File: config.mk
export PLATFORM = sky130hd
export DESIGN_NAME = spike_pushback_buffer
export DESIGN_NICKNAME = d
export VERILOG_FILES = /design/src/rtl/spike_pb_pkg.sv /design/src/rtl/spike_pb_fifo.sv /design/src/rtl/spike_pushback_buffer.sv
export SDC_FILE = /design/constraint.sdc
export NUM_CORES = 1
export LEC_CHECK = 0
export ABC_AREA = 1
export ABC_CLOCK_PERIOD_IN_PS = 3600
export CORE_ASPECT_RATIO = 0.5
export CORE_UTILIZATION = 45
export CTS_CLUSTER_SIZE = 12
export DETAILED_ROUTE_END_ITERATION = 12
export GPL_TIMING_DRIVEN = 0
export MAX_ROUTING_LAYER = met4
export PLACE_DENSITY = 0.72
export SYNTH_ARGS = -nofsm -noshare
export SYNTH_HDL_FRONTEND = slang
export SYNTH_SLANG_ARGS = --single-unit
File: constraint.sdc
create_clock -name clk_i -period 3.6 [get_ports clk_i]
set_input_delay 0.72 -clock clk_i [delete_from_list [all_inputs] [get_ports clk_i]]
set_output_delay 0.72 -clock clk_i [all_outputs]
set_load 0.05 [all_outputs]
File: src/rtl/spike_pb_pkg.sv
// Shared types and constants for the spike pushback buffer.
// The FIFO entry struct depends on the top-level parameters, so it is declared in the top module.
package spike_pb_pkg;

  typedef enum logic [1:0] {
    DONE_TICK   = 2'd0,
    DONE_COUNT  = 2'd1,
    DONE_EITHER = 2'd2
  } done_mode_e;

  // The reserved encoding decodes the same way as DONE_TICK.
  localparam logic [1:0] DoneModeRsvd = 2'd3;

endpackage

File: src/rtl/spike_pb_fifo.sv
// Generic synchronous FIFO with a power-of-two depth and extra-MSB pointers.
// A push into a full FIFO is accepted only if a pop happens in the same cycle.
module spike_pb_fifo #(
  parameter int unsigned DataW = 8,
  parameter int unsigned Depth = 16,
  localparam int unsigned AddrW = $clog2(Depth),
  localparam int unsigned PtrW  = AddrW + 1
) (
  input  logic             clk_i,
  input  logic             rst_ni,
  input  logic             push_i,
  input  logic [DataW-1:0] data_i,
  input  logic             pop_i,
  output logic [DataW-1:0] data_o,
  output logic             full_o,
  output logic             empty_o,
  output logic [PtrW-1:0]  level_o
);

  logic [DataW-1:0] r_mem [Depth];
  logic [PtrW-1:0]  r_wptr;
  logic [PtrW-1:0]  r_rptr;
  logic             w_full;
  logic             w_empty;
  logic             w_wr;
  logic             w_rd;

  // Same slot index with differing MSBs means the writer has lapped the reader.
  assign w_full  = (r_wptr[PtrW-1] != r_rptr[PtrW-1]) &&
                   (r_wptr[AddrW-1:0] == r_rptr[AddrW-1:0]);
  assign w_empty = (r_wptr == r_rptr);
  assign w_wr    = push_i && (!w_full || pop_i);
  assign w_rd    = pop_i && !w_empty;

  always_ff @(posedge clk_i) begin
    if (!rst_ni) begin
      r_wptr <= '0;
      r_rptr <= '0;
    end else begin
      if (w_wr) r_wptr <= r_wptr + PtrW'(1);
      if (w_rd) r_rptr <= r_rptr + PtrW'(1);
    end
  end

  always_ff @(posedge clk_i) begin
    if (w_wr) r_mem[r_wptr[AddrW-1:0]] <= data_i;
  end

  assign data_o  = r_mem[r_rptr[AddrW-1:0]];
  assign full_o  = w_full;
  assign empty_o = w_empty;
  assign level_o = r_wptr - r_rptr;

endmodule

File: src/rtl/spike_pushback_buffer.sv
// Buffered spike pushback: queues {tick, addr} per output spike, counts spikes per inference
// and raises a sticky done flag on last tick, spike-count threshold, or either.
module spike_pushback_buffer
  import spike_pb_pkg::*;
#(
  parameter int unsigned N      = 256,
  parameter int unsigned DEPTH  = 16,
  parameter int unsigned TICK_W = 8,
  parameter int unsigned CNT_W  = 16,
  localparam int unsigned AW    = $clog2(N),
  localparam int unsigned LW    = $clog2(DEPTH) + 1
) (
  input  logic              clk_i,
  input  logic              rst_ni,
  input  logic              start_i,
  input  logic              spike_i,
  input  logic [AW-1:0]     count_i,
  input  logic [TICK_W-1:0] tick_i,
  input  logic [TICK_W-1:0] last_tick_i,
  input  logic [1:0]        done_mode_i,
  input  logic [CNT_W-1:0]  spike_thresh_i,
  output logic              pb_valid_o,
  input  logic              pb_ready_i,
  output logic [AW-1:0]     pb_addr_o,
  output logic [TICK_W-1:0] pb_tick_o,
  output logic [LW-1:0]     level_o,
  output logic [CNT_W-1:0]  spike_cnt_o,
  output logic              overflow_o,
  output logic              inference_done_o
);

  typedef struct packed {
    logic [TICK_W-1:0] tick;
    logic [AW-1:0]     addr;
  } pb_entry_t;

  localparam int unsigned EntryW = TICK_W + AW;

  logic             r_done;
  logic             r_ovf;
  logic [CNT_W-1:0] r_cnt;

  logic             w_empty;
  logic             w_full;
  logic             w_pop;
  logic             w_accept;
  logic             w_push;
  logic             w_drop;
  logic [EntryW-1:0] w_rdata;
  pb_entry_t        w_wentry;
  pb_entry_t        w_head;
  logic [CNT_W-1:0] w_cnt_base;
  logic [CNT_W-1:0] w_cnt_nxt;
  logic             w_ovf_nxt;
  logic             w_done_nxt;
  logic             w_done_cond;
  logic             w_tick_hit;
  logic             w_cnt_hit;

  assign pb_valid_o = !w_empty;
  assign w_pop      = pb_valid_o && pb_ready_i;
  // start_i clears done in the same cycle, so a coincident spike belongs to the new inference.
  assign w_accept   = spike_i && (start_i || !r_done);
  assign w_push     = w_accept && (!w_full || w_pop);
  assign w_drop     = w_accept && w_full && !w_pop;
  assign w_wentry   = '{tick: tick_i, addr: count_i};

  spike_pb_fifo #(
    .DataW (EntryW),
    .Depth (DEPTH)
  ) u_fifo (
    .clk_i   (clk_i),
    .rst_ni  (rst_ni),
    .push_i  (w_push),
    .data_i  (w_wentry),
    .pop_i   (w_pop),
    .data_o  (w_rdata),
    .full_o  (w_full),
    .empty_o (w_empty),
    .level_o (level_o)
  );

  always_comb begin
    w_cnt_base = start_i ? '0 : r_cnt;
    w_cnt_nxt  = w_cnt_base;
    if (w_accept && (w_cnt_base != '1)) w_cnt_nxt = w_cnt_base + CNT_W'(1);
  end

  assign w_tick_hit = (tick_i == last_tick_i);
  assign w_cnt_hit  = (w_cnt_nxt >= spike_thresh_i);

  always_comb begin
    w_done_cond = w_tick_hit;
    case (done_mode_i)
      DONE_COUNT:              w_done_cond = w_cnt_hit;
      DONE_EITHER:             w_done_cond = w_tick_hit || w_cnt_hit;
      DONE_TICK, DoneModeRsvd: w_done_cond = w_tick_hit;
      default:                 w_done_cond = w_tick_hit;
    endcase
  end

  assign w_ovf_nxt  = (start_i ? 1'b0 : r_ovf) | w_drop;
  assign w_done_nxt = start_i ? 1'b0 : (r_done | w_done_cond);

  always_ff @(posedge clk_i) begin
    if (!rst_ni) begin
      r_cnt  <= '0;
      r_ovf  <= 1'b0;
      r_done <= 1'b0;
    end else begin
      r_cnt  <= w_cnt_nxt;
      r_ovf  <= w_ovf_nxt;
      r_done <= w_done_nxt;
    end
  end

  // Head data is masked while empty so idle and reset outputs read as zero.
  assign w_head           = pb_entry_t'(w_rdata);
  assign pb_addr_o        = pb_valid_o ? w_head.addr : '0;
  assign pb_tick_o        = pb_valid_o ? w_head.tick : '0;
  assign spike_cnt_o      = r_cnt;
  assign overflow_o       = r_ovf;
  assign inference_done_o = r_done;

endmodule

==> results_tabular.tex, run 1 <==
\begin{tabular}{lr}
\hline
Metric & Value \\
\hline
\multicolumn{2}{l}{\textbf{Route}} \\
\quad Wire length on met2 & 17,420 µm \\
\quad Uppermost routed layer & met4 \\
\quad Routed met3 length & $\sim$3600 µm \\
\quad Post-route antenna net violation count & 0 \\
\quad DRC violations left & 0 \\
\quad Via-per-instance ratio & 5.730 \\
\quad Iteration-0 DRC Markers & 1,130 \\
\quad WL per Instance & 22.62 µm \\
\quad DRT Pass-1 Iters & 5 \\
\quad Final wirelength & 36,890 µm \\
\quad Via count & roughly 9,300 \\
\quad Wire length on met1 & 14,870 µm \\
\multicolumn{2}{l}{\textbf{Synth}} \\
\quad Leading post-synthesis cells by cell area & edfxtp\_1 61\%, nor2\_1 5.5\%, dfxtp\_1 5.0\% \\
\quad Count of different cell masters after synthesis & 36 \\
\quad Most used DFF post-synth & edfxtp\_1 \\
\quad Sequential element share of the synthesized area & 65.65\% \\
\quad Library cell with the largest summed area after synthesis & edfxtp\_1 \\
\quad Number of instances in the synthesized netlist & 1,112 \\
\quad Synthesized cell area & 12,690 µm² \\
\quad Asr flop ratio synth & 0\% \\
\quad Syn\_nets & 1,188 \\
\quad EDFF count, synth & 256 \\
\quad Seq cells post-synth & around 290 \\
\quad Average cell area after synthesis & between 10 and 15 µm² \\
\quad Area share of the largest cell type after synthesis & 60.60\% \\
\quad Yosys Warn Count & 0 \\
\multicolumn{2}{l}{\textbf{STA}} \\
\quad Fin crit share & 100.4\% \\
\quad Slew @ Worst Pin & 0.9717 ns \\
\quad Fin. Hold Viols & 0 \\
\quad Upper clock frequency limit & roughly 280 MHz \\
\quad Final period demand of the worst path & 3.613 ns \\
\quad Worst slew slack as a fraction of its limit & approximately a third \\
\quad Final setup violation count & 1 \\
\quad Clk\_skew & 0.02461 ns \\
\quad Hold Slack & 0.5297 ns \\
\quad Min setup slack post-route & -0.01299 ns \\
\quad Number of max-slew violations in the final report & 0 \\
\multicolumn{2}{l}{\textbf{GRT}} \\
\quad Initial antenna violation count & 0 \\
\quad GRT Resource Usage Total & between 20\% and 30\% \\
\quad Via count of the first global-routing pass & 8,927 \\
\quad Global-route wire length before repair & 54,480 µm \\
\quad GR Overflow Total & 0 \\
\quad Largest net degree at the start of global routing & 19 \\
\multicolumn{2}{l}{\textbf{Outcome}} \\
\quad Failing checks & setup timing \\
\quad Result of the run & finished with violations \\
\multicolumn{2}{l}{\textbf{Hold path}} \\
\quad Worst-case hold path end point & u\_fifo.r\_wptr[0]\$\_SDFFE\_PN0P\_ \\
\quad Class of the tightest hold or removal check & reg -> reg \\
\quad Min-Delay Path Depth & 1 \\
\quad Worst hold path startpoint & u\_fifo.r\_wptr[0]\$\_SDFFE\_PN0P\_ \\
\multicolumn{2}{l}{\textbf{Cells and area}} \\
\quad Fill count & approximately 2,300 \\
\quad Synthesis-to-layout area growth & 19.50\% \\
\quad Leading cell type in the layout, fill and taps excluded & edfxtp\_1 \\
\quad Highest-count cells in the layout ignoring fill and taps & 256 x edfxtp\_1, 169 x nor2\_1, 110 x nand2\_1 \\
\quad Layout Cell Area excl Fill & 15,160 µm² \\
\quad Inserted Diodes & 0 \\
\quad Fraction of layout cells with a size suffix above 1 & 11.69\% \\
\quad Number of nets in the final layout & 1,315 \\
\quad Final core area utilization & 54.71\% \\
\multicolumn{2}{l}{\textbf{Critical path}} \\
\quad Data required time at the worst endpoint & 2.88 ns \\
\quad CP most frequent cell & buf\_2 \\
\quad Worst-path maximum fanout & 10 \\
\quad Slowest stage cell on the critical path & dfxtp\_1 \\
\quad CP Capture Type & output port \\
\quad Largest delay share family, worst path & buffers and inverters \\
\quad Critical path startpoint category & register \\
\quad Buffers plus inverters on the worst setup path & 4 \\
\quad Data arrival time at the worst-slack endpoint & slightly below 3 ns \\
\quad Cell Chain, Critical Path & clkbuf\_4 -> buf\_4 -> buf\_2 -> nor2\_1 -> o221ai\_2 -> nand3\_1 -> a21oi\_1 -> buf\_2 \\
\quad Cell count of the worst reg-to-reg path & 20 \\
\quad Worst stage delay on the critical path & 0.48 ns \\
\quad R2R Path Start & spike\_cnt\_o[0]\$\_SDFF\_PN0\_ \\
\quad Type of the worst setup path & reg -> out \\
\quad RR Endpoint & inference\_done\_o\$\_SDFF\_PP0\_ \\
\quad Slack of the worst reg-to-reg path & 0.64 ns \\
\quad Number of cells on the critical path & 8 \\
\multicolumn{2}{l}{\textbf{Clock network}} \\
\quad Clock transition at the registers of the reported paths & 0.06 ns \\
\quad Setup bufs post-CTS & 0 \\
\quad TritonCTS clock tree & yes \\
\quad CTS Hold Buffers Added & 0 \\
\quad Number of sinks handled by clock tree synthesis & approximately 290 \\
\quad Buffer type at the clock tree root & clkbuf\_16 \\
\quad Clock latency on the worst-skew pair & 0.56 ns \\
\quad Deepest clock path buffer count & 3 \\
\quad Total CTS buffers & 28 \\
\quad Number of H-tree levels & 1 \\
\multicolumn{2}{l}{\textbf{Pwr}} \\
\quad Overall power of the completed layout & 8.242 mW \\
\quad Power share of the clock group & 31.7\% \\
\quad Sw frac & 31.02\% \\
\quad Comb pwr share & 23.0\% \\
\quad Sequential share of power & 45.3\% \\
\quad Pwr Density & about 540 nW/µm² \\
\quad Leakage power total & 5.368 nW \\
\quad Power spent charging and discharging nets & 2.557 mW \\
\quad Design internal power & 5.685 mW \\
\quad Worst voltage drop across the vdd grid & 0.3126 mV \\
\multicolumn{2}{l}{\textbf{Floorplanning}} \\
\quad Core footprint & 27,710 µm² \\
\quad Number of placement rows & 43 \\
\quad Starting utilization of the core area & between 40\% and 50\% \\
\quad Die X & approximately 240 µm \\
\quad Top-Level Pins & 87 \\
\quad Die outline height & 120.7 µm \\
\quad Area of the die & 28,910 µm² \\
\multicolumn{2}{l}{\textbf{Place}} \\
\quad Gpl congestion & 0.9548 \\
\quad Dpl hpwl & 25,090 µm \\
\quad Area post-placement & between 10,000 and 15,000 µm² \\
\quad Number of port buffers & 85 \\
\multicolumn{2}{l}{\textbf{Flow run}} \\
\quad Maximum Capacitance Violations & 0 \\
\hline
\end{tabular}
-- cells by family (layout without fill, tap and decap cells) --
logic type,Yosys count,in the layout,share of synthesized area (%)
XOR/XNOR,17,17,1.174
flip-flops,288,288,65.65
AO/OA/AOI/OAI,261,261,13.70
buffers and inverters,144,281,4.517
AND/OR/NAND/NOR,373,373,12.04
adder cells (fa/ha/maj),29,29,2.919
-- worst max-delay path by stage --
stage	from	end	slack (ns)
after floorplan	start_i	inference_done_o$_SDFF_PP0_	0.60
after global placement	start_i	inference_done_o$_SDFF_PP0_	-0.55
after detailed placement	start_i	inference_done_o$_SDFF_PP0_	-0.60
after CTS	register	pb_tick_o[1]	0.001
after global routing	register	pb_tick_o[0]	-0.03
final	register	pb_tick_o[0]	-0.01
-- synth_stat cells (28+ instances only) --
library cell and instances:
nand2_1 110, o221ai_1 48, o21ai_0 78, clkbuf_1 40, a21oi_1 34, o21bai_1 65, dfxtp_1 32, nand3_1 52
ha_1 28, nor2_1 187, inv_1 82, edfxtp_1 256
-- state kept, by name, indices dropped and copies added (netlist names), named ones only --
name and count:
inference_done_o 1, overflow_o 1, spike_cnt_o 16, u_fifo.r_mem 256
u_fifo.r_rptr 5, u_fifo.r_wptr 5
-- power groups by stage --
stage	Sequential, mW	Combinational [mW]	Clock [mW]
final	3.74	1.89	2.61
after global routing	3.74	2.01	2.75
after CTS	3.73	1.85	2.62
after detailed placement	3.80	1.86	0
after global placement	3.80	1.80	0
after floorplan	3.83	1.12	0
-- stage by stage --
stage          setup slack, ns   TNS, ns  cells
4_1_cts               0.001344         0   1632
3_3_place_gp           -0.5536    -43.09   1579
6_report              -0.01299  -0.01299   1631
5_1_grt               -0.03339   -0.1874   1631
2_1_floorplan           0.5972         0   1112
3_5_place_dp           -0.5976    -3.048   1592
-- area by class of cell --
cell class	instances	area [µm²]	share of cell area, %
inverter	86	325.3	2.146
buffer	57	290.3	1.915
multi-input combinational	680	3969	26.18
clock buffer	36	740.7	4.886
timing repair buffer	98	998.5	6.586
tap	382	478.0	3.153
clock inverter	4	30.03	0.1981
sequential	288	8328	54.94
-- repair_timing --
item                                    CTS  global route
endpoints found under the setup margin   19            19
pin swaps                                 0             1
gates resized for setup                 103            46
-- routing by layer --
metal  vias to the layer above  global-route usage (%)
met5                         -                       -
met4                         0                   7.332
met3                        58                   4.909
met2                       522                   41.88
met1                      4546                   35.27
li1                       4219                       -
Note: power is estimated with default switching activity, not from simulation.
==> inputs of run 2 (changes only) <==
ABC_CLOCK_PERIOD_IN_PS = 3400   (was 3600)
clock period = 3.4 ns   (was 3.6 ns; I/O delays follow)
==> run 2 against run 1 <==
  * Highest routed layer unchanged
  * Sequential power rose by 5.9%
  * Sequential share of layout area fell by 0.23 points
  * Critical endpoint is now pb_tick_o[5]
  * Design area rose by 0.44%
  * The run now ends clean
  * First-iteration DRC count fell by 8.8%
  * Total power rose by 6.5%
==> results_tabular.tex, run 2 (synthesized netlist as in run 1, its figures left out) <==
\begin{tabular}{lr}
\hline
Metric & Value \\
\hline
\multicolumn{2}{l}{\textbf{Critical path}} \\
\quad Largest delay share family, worst path & buffers and inverters (unchanged) \\
\quad Critical path startpoint category & register (unchanged) \\
\quad Cell Chain, Critical Path & buf\_4 -> buf\_4 -> buf\_2 -> nor2\_1 -> o221ai\_1 -> nand3\_1 -> a21oi\_1 -> buf\_4 (was clkbuf\_4 -> buf\_4 -> buf\_2 -> nor2\_1 -> o221ai\_2 -> nand3\_1 -> a21oi\_1 -> buf\_2) \\
\quad CP Capture Type & output port (unchanged) \\
\quad Worst stage delay on the critical path & 0.40 ns (was 0.48 ns) \\
\quad Slowest stage cell on the critical path & dfxtp\_2 (was dfxtp\_1) \\
\quad Data required time at the worst endpoint & 2.72 ns (was 2.88 ns) \\
\quad Worst-path maximum fanout & 10 (unchanged) \\
\quad Buffers plus inverters on the worst setup path & 4 (unchanged) \\
\quad Data arrival time at the worst-slack endpoint & 2.68 ns (was 2.89 ns) \\
\quad CP most frequent cell & buf\_4 (was buf\_2) \\
\quad Type of the worst setup path & reg -> out (unchanged) \\
\multicolumn{2}{l}{\textbf{Pwr}} \\
\quad Power share of the clock group & 31.6\% (was 31.7\%) \\
\quad Power spent charging and discharging nets & 2.729 mW (was 2.557 mW) \\
\quad Overall power of the completed layout & 8.774 mW (was 8.242 mW) \\
\quad Sequential share of power & 45.1\% (was 45.3\%) \\
\quad Comb pwr share & 23.3\% (was 23.0\%) \\
\quad Worst voltage drop across the vdd grid & 0.3885 mV (was 0.3126 mV) \\
\quad Pwr Density & 576.2 nW/µm² (was 543.7 nW/µm²) \\
\quad Design internal power & 6.045 mW (was 5.685 mW) \\
\quad Sw frac & 31.11\% (was 31.02\%) \\
\quad Leakage power total & 5.420 nW (was 5.368 nW) \\
\multicolumn{2}{l}{\textbf{Outcome}} \\
\quad Result of the run & finished, final reports clean (was finished with violations) \\
\multicolumn{2}{l}{\textbf{GRT}} \\
\quad Initial antenna violation count & 0 (unchanged) \\
\quad Largest net degree at the start of global routing & 19 (unchanged) \\
\quad GR Overflow Total & 0 (unchanged) \\
\quad Via count of the first global-routing pass & 8,941 (was 8,927) \\
\quad Global-route wire length before repair & 54,510 µm (was 54,480 µm) \\
\quad GRT Resource Usage Total & 26.51\% (was 26.49\%) \\
\multicolumn{2}{l}{\textbf{Cells and area}} \\
\quad Flip-flop count of the largest register after layout & 256 (unchanged) \\
\quad Final std cells w/o fill & 1,637 (was 1,631) \\
\quad Number of nets in the final layout & 1,321 (was 1,315) \\
\quad Highest-count cells in the layout ignoring fill and taps & 256 x edfxtp\_1, 169 x nor2\_1, 110 x nand2\_1 (unchanged) \\
\quad Final core area utilization & 54.95\% (was 54.71\%) \\
\quad Fraction of layout cells with a size suffix above 1 & 12.75\% (was 11.69\%) \\
\quad Synthesis-to-layout area growth & 20.02\% (was 19.50\%) \\
\quad Inserted Diodes & 0 (unchanged) \\
\quad Leading cell type in the layout, fill and taps excluded & edfxtp\_1 (unchanged) \\
\quad Fill count & 2,303 (was 2,317) \\
\multicolumn{2}{l}{\textbf{Route}} \\
\quad WL per Instance & 22.62 µm (about the same) \\
\quad DRT Pass-1 Iters & 6 (was 5) \\
\quad Post-route antenna net violation count & 0 (unchanged) \\
\quad Iteration-0 DRC Markers & 1,030 (was 1,130) \\
\quad Via count & 9,424 (was 9,345) \\
\quad Final wirelength & 37,020 µm (was 36,890 µm) \\
\quad DRC violations left & 0 (unchanged) \\
\quad Via-per-instance ratio & 5.757 (was 5.730) \\
\multicolumn{2}{l}{\textbf{Floorplanning}} \\
\quad Die X & 239.5 µm (unchanged) \\
\quad Top-Level Pins & 87 (unchanged) \\
\quad Number of placement rows & 43 (unchanged) \\
\quad Core footprint & 27,710 µm² (unchanged) \\
\quad Starting utilization of the core area & 45.78\% (unchanged) \\
\quad Area of the die & 28,910 µm² (unchanged) \\
\quad Die outline height & 120.7 µm (unchanged) \\
\multicolumn{2}{l}{\textbf{Clock network}} \\
\quad Clock transition at the registers of the reported paths & 0.06 ns (about the same) \\
\quad TritonCTS clock tree & yes (unchanged) \\
\quad Total CTS buffers & 28 (unchanged) \\
\quad Deepest clock path buffer count & 3 (unchanged) \\
\quad Clock latency on the worst-skew pair & 0.56 ns (about the same) \\
\quad CTS Hold Buffers Added & 0 (unchanged) \\
\quad Number of sinks handled by clock tree synthesis & 288 (unchanged) \\
\quad Buffer type at the clock tree root & clkbuf\_16 (unchanged) \\
\quad Number of H-tree levels & 1 (unchanged) \\
\multicolumn{2}{l}{\textbf{STA}} \\
\quad Final period demand of the worst path & 3.357 ns \\
\quad Setup TNS & 0 ns (was -0.01299 ns) \\
\quad Final setup violation count & 0 (was 1) \\
\quad Worst slew slack as a fraction of its limit & 35.37\% (was 35.15\%) \\
\quad Upper clock frequency limit & 297.9 MHz \\
\quad Min setup slack post-route & 0.04346 ns (was -0.01299 ns) \\
\quad Clk\_skew & 0.02320 ns (was 0.02461 ns) \\
\quad Fin. Hold Viols & 0 (unchanged) \\
\quad Number of max-slew violations in the final report & 0 (unchanged) \\
\quad Slew @ Worst Pin & 0.9684 ns (was 0.9717 ns) \\
\quad Fin crit share & 98.72\% \\
\multicolumn{2}{l}{\textbf{Flow run}} \\
\quad Maximum Capacitance Violations & 0 (unchanged) \\
\multicolumn{2}{l}{\textbf{Place}} \\
\quad Number of port buffers & 85 (unchanged) \\
\quad Worst slack at placement & -0.7576 ns (was -0.5976 ns) \\
\quad Gpl congestion & 0.9548 (unchanged) \\
\quad Post-Place Cells & 1,592 (unchanged) \\
\quad Dpl hpwl & 25,090 µm (unchanged) \\
\multicolumn{2}{l}{\textbf{Hold path}} \\
\quad Class of the tightest hold or removal check & reg -> reg (unchanged) \\
\hline
\end{tabular}
==> run 2: repair_timing <==
action	in CTS	in global routing
buffers inserted	1	5
pin swaps	1	2
resized for setup	139	26
gates cloned	0	0
setup endpoints to repair	21	20
==> run 2: area by class of cell <==
cell class	instances	area [µm²]	area share [%]
Inverter	86	325.3	2.137
Clock buffer	36	740.7	4.865
Clock inverter	4	30.03	0.1972
Multi-Input combinational cell	680	3989	26.20
Buffer	57	304.0	1.997
Timing Repair Buffer	104	1030	6.763
Tap cell	382	478.0	3.139
Sequential cell	288	8329	54.70
==> run 2: metal layers <==
| layer | track usage, % | vias up | share of wire (%) |
|---|---|---|---|
| met5 | - | - | 0 |
| met4 | 7.652 | 0 | 3.0 |
| met3 | 4.909 | 64 | 9.3 |
| met2 | 41.88 | 462 | 47 |
| met1 | 35.20 | 4674 | 41 |
| li1 | - | 4224 | - |
==> run 2: worst reg2reg max path, cell delays in order, from the launching register on <==
cell and delay, ns:
dfxtp_1 0.37, inv_1 0.09, nor2_4 0.13, ha_2 0.21
nand3_2 0.14, nor2_4 0.16, nand2_1 0.10, nand2_4 0.13
buf_6 0.17, nand2_1 0.06, nand2_1 0.13, inv_1 0.06
ha_1 0.27, nand2_1 0.05, inv_1 0.07, nand3_1 0.11
nor3_2 0.18, nand2_1 0.08, nand3_1 0.15, nand2_1 0.07
a21oi_1 0.11
==> run 2: metrics by stage <==
stage                     hold slack, ns  instance area [µm²]
after floorplan                   0.4744                12690
after global placement            0.4988                14010
after detailed placement          0.5143                14250
after CTS                         0.5287                15130
after global routing              0.5658                15230
final                             0.5281                15230
==> run 2: final timing paths <==
| kind | from | endpoint | slack (ns) | cells after the start |
|---|---|---|---|---|
| min | u_fifo.r_wptr[0]$_SDFFE_PN0P_ | u_fifo.r_wptr[0]$_SDFFE_PN0P_ | 0.53 | 1 |
| max | register | pb_tick_o[5] | 0.04 | 8 |
| max reg2reg | spike_cnt_o[0]$_SDFF_PN0_ | inference_done_o$_SDFF_PP0_ | 0.50 | 20 |
| min reg2reg | u_fifo.r_wptr[0]$_SDFFE_PN0P_ | u_fifo.r_wptr[0]$_SDFFE_PN0P_ | 0.53 | 1 |
==> run 2: power by group through the flow <==
stage / combinational [mW] / clock, mW / sequential [mW]
finish: 2.04 / 2.77 / 3.96
global route: 2.17 / 2.91 / 3.96
CTS: 1.96 / 2.78 / 3.95
detailed placement: 1.97 / 0 / 4.03
global placement: 1.91 / 0 / 4.03
floorplan: 1.19 / 0 / 4.05
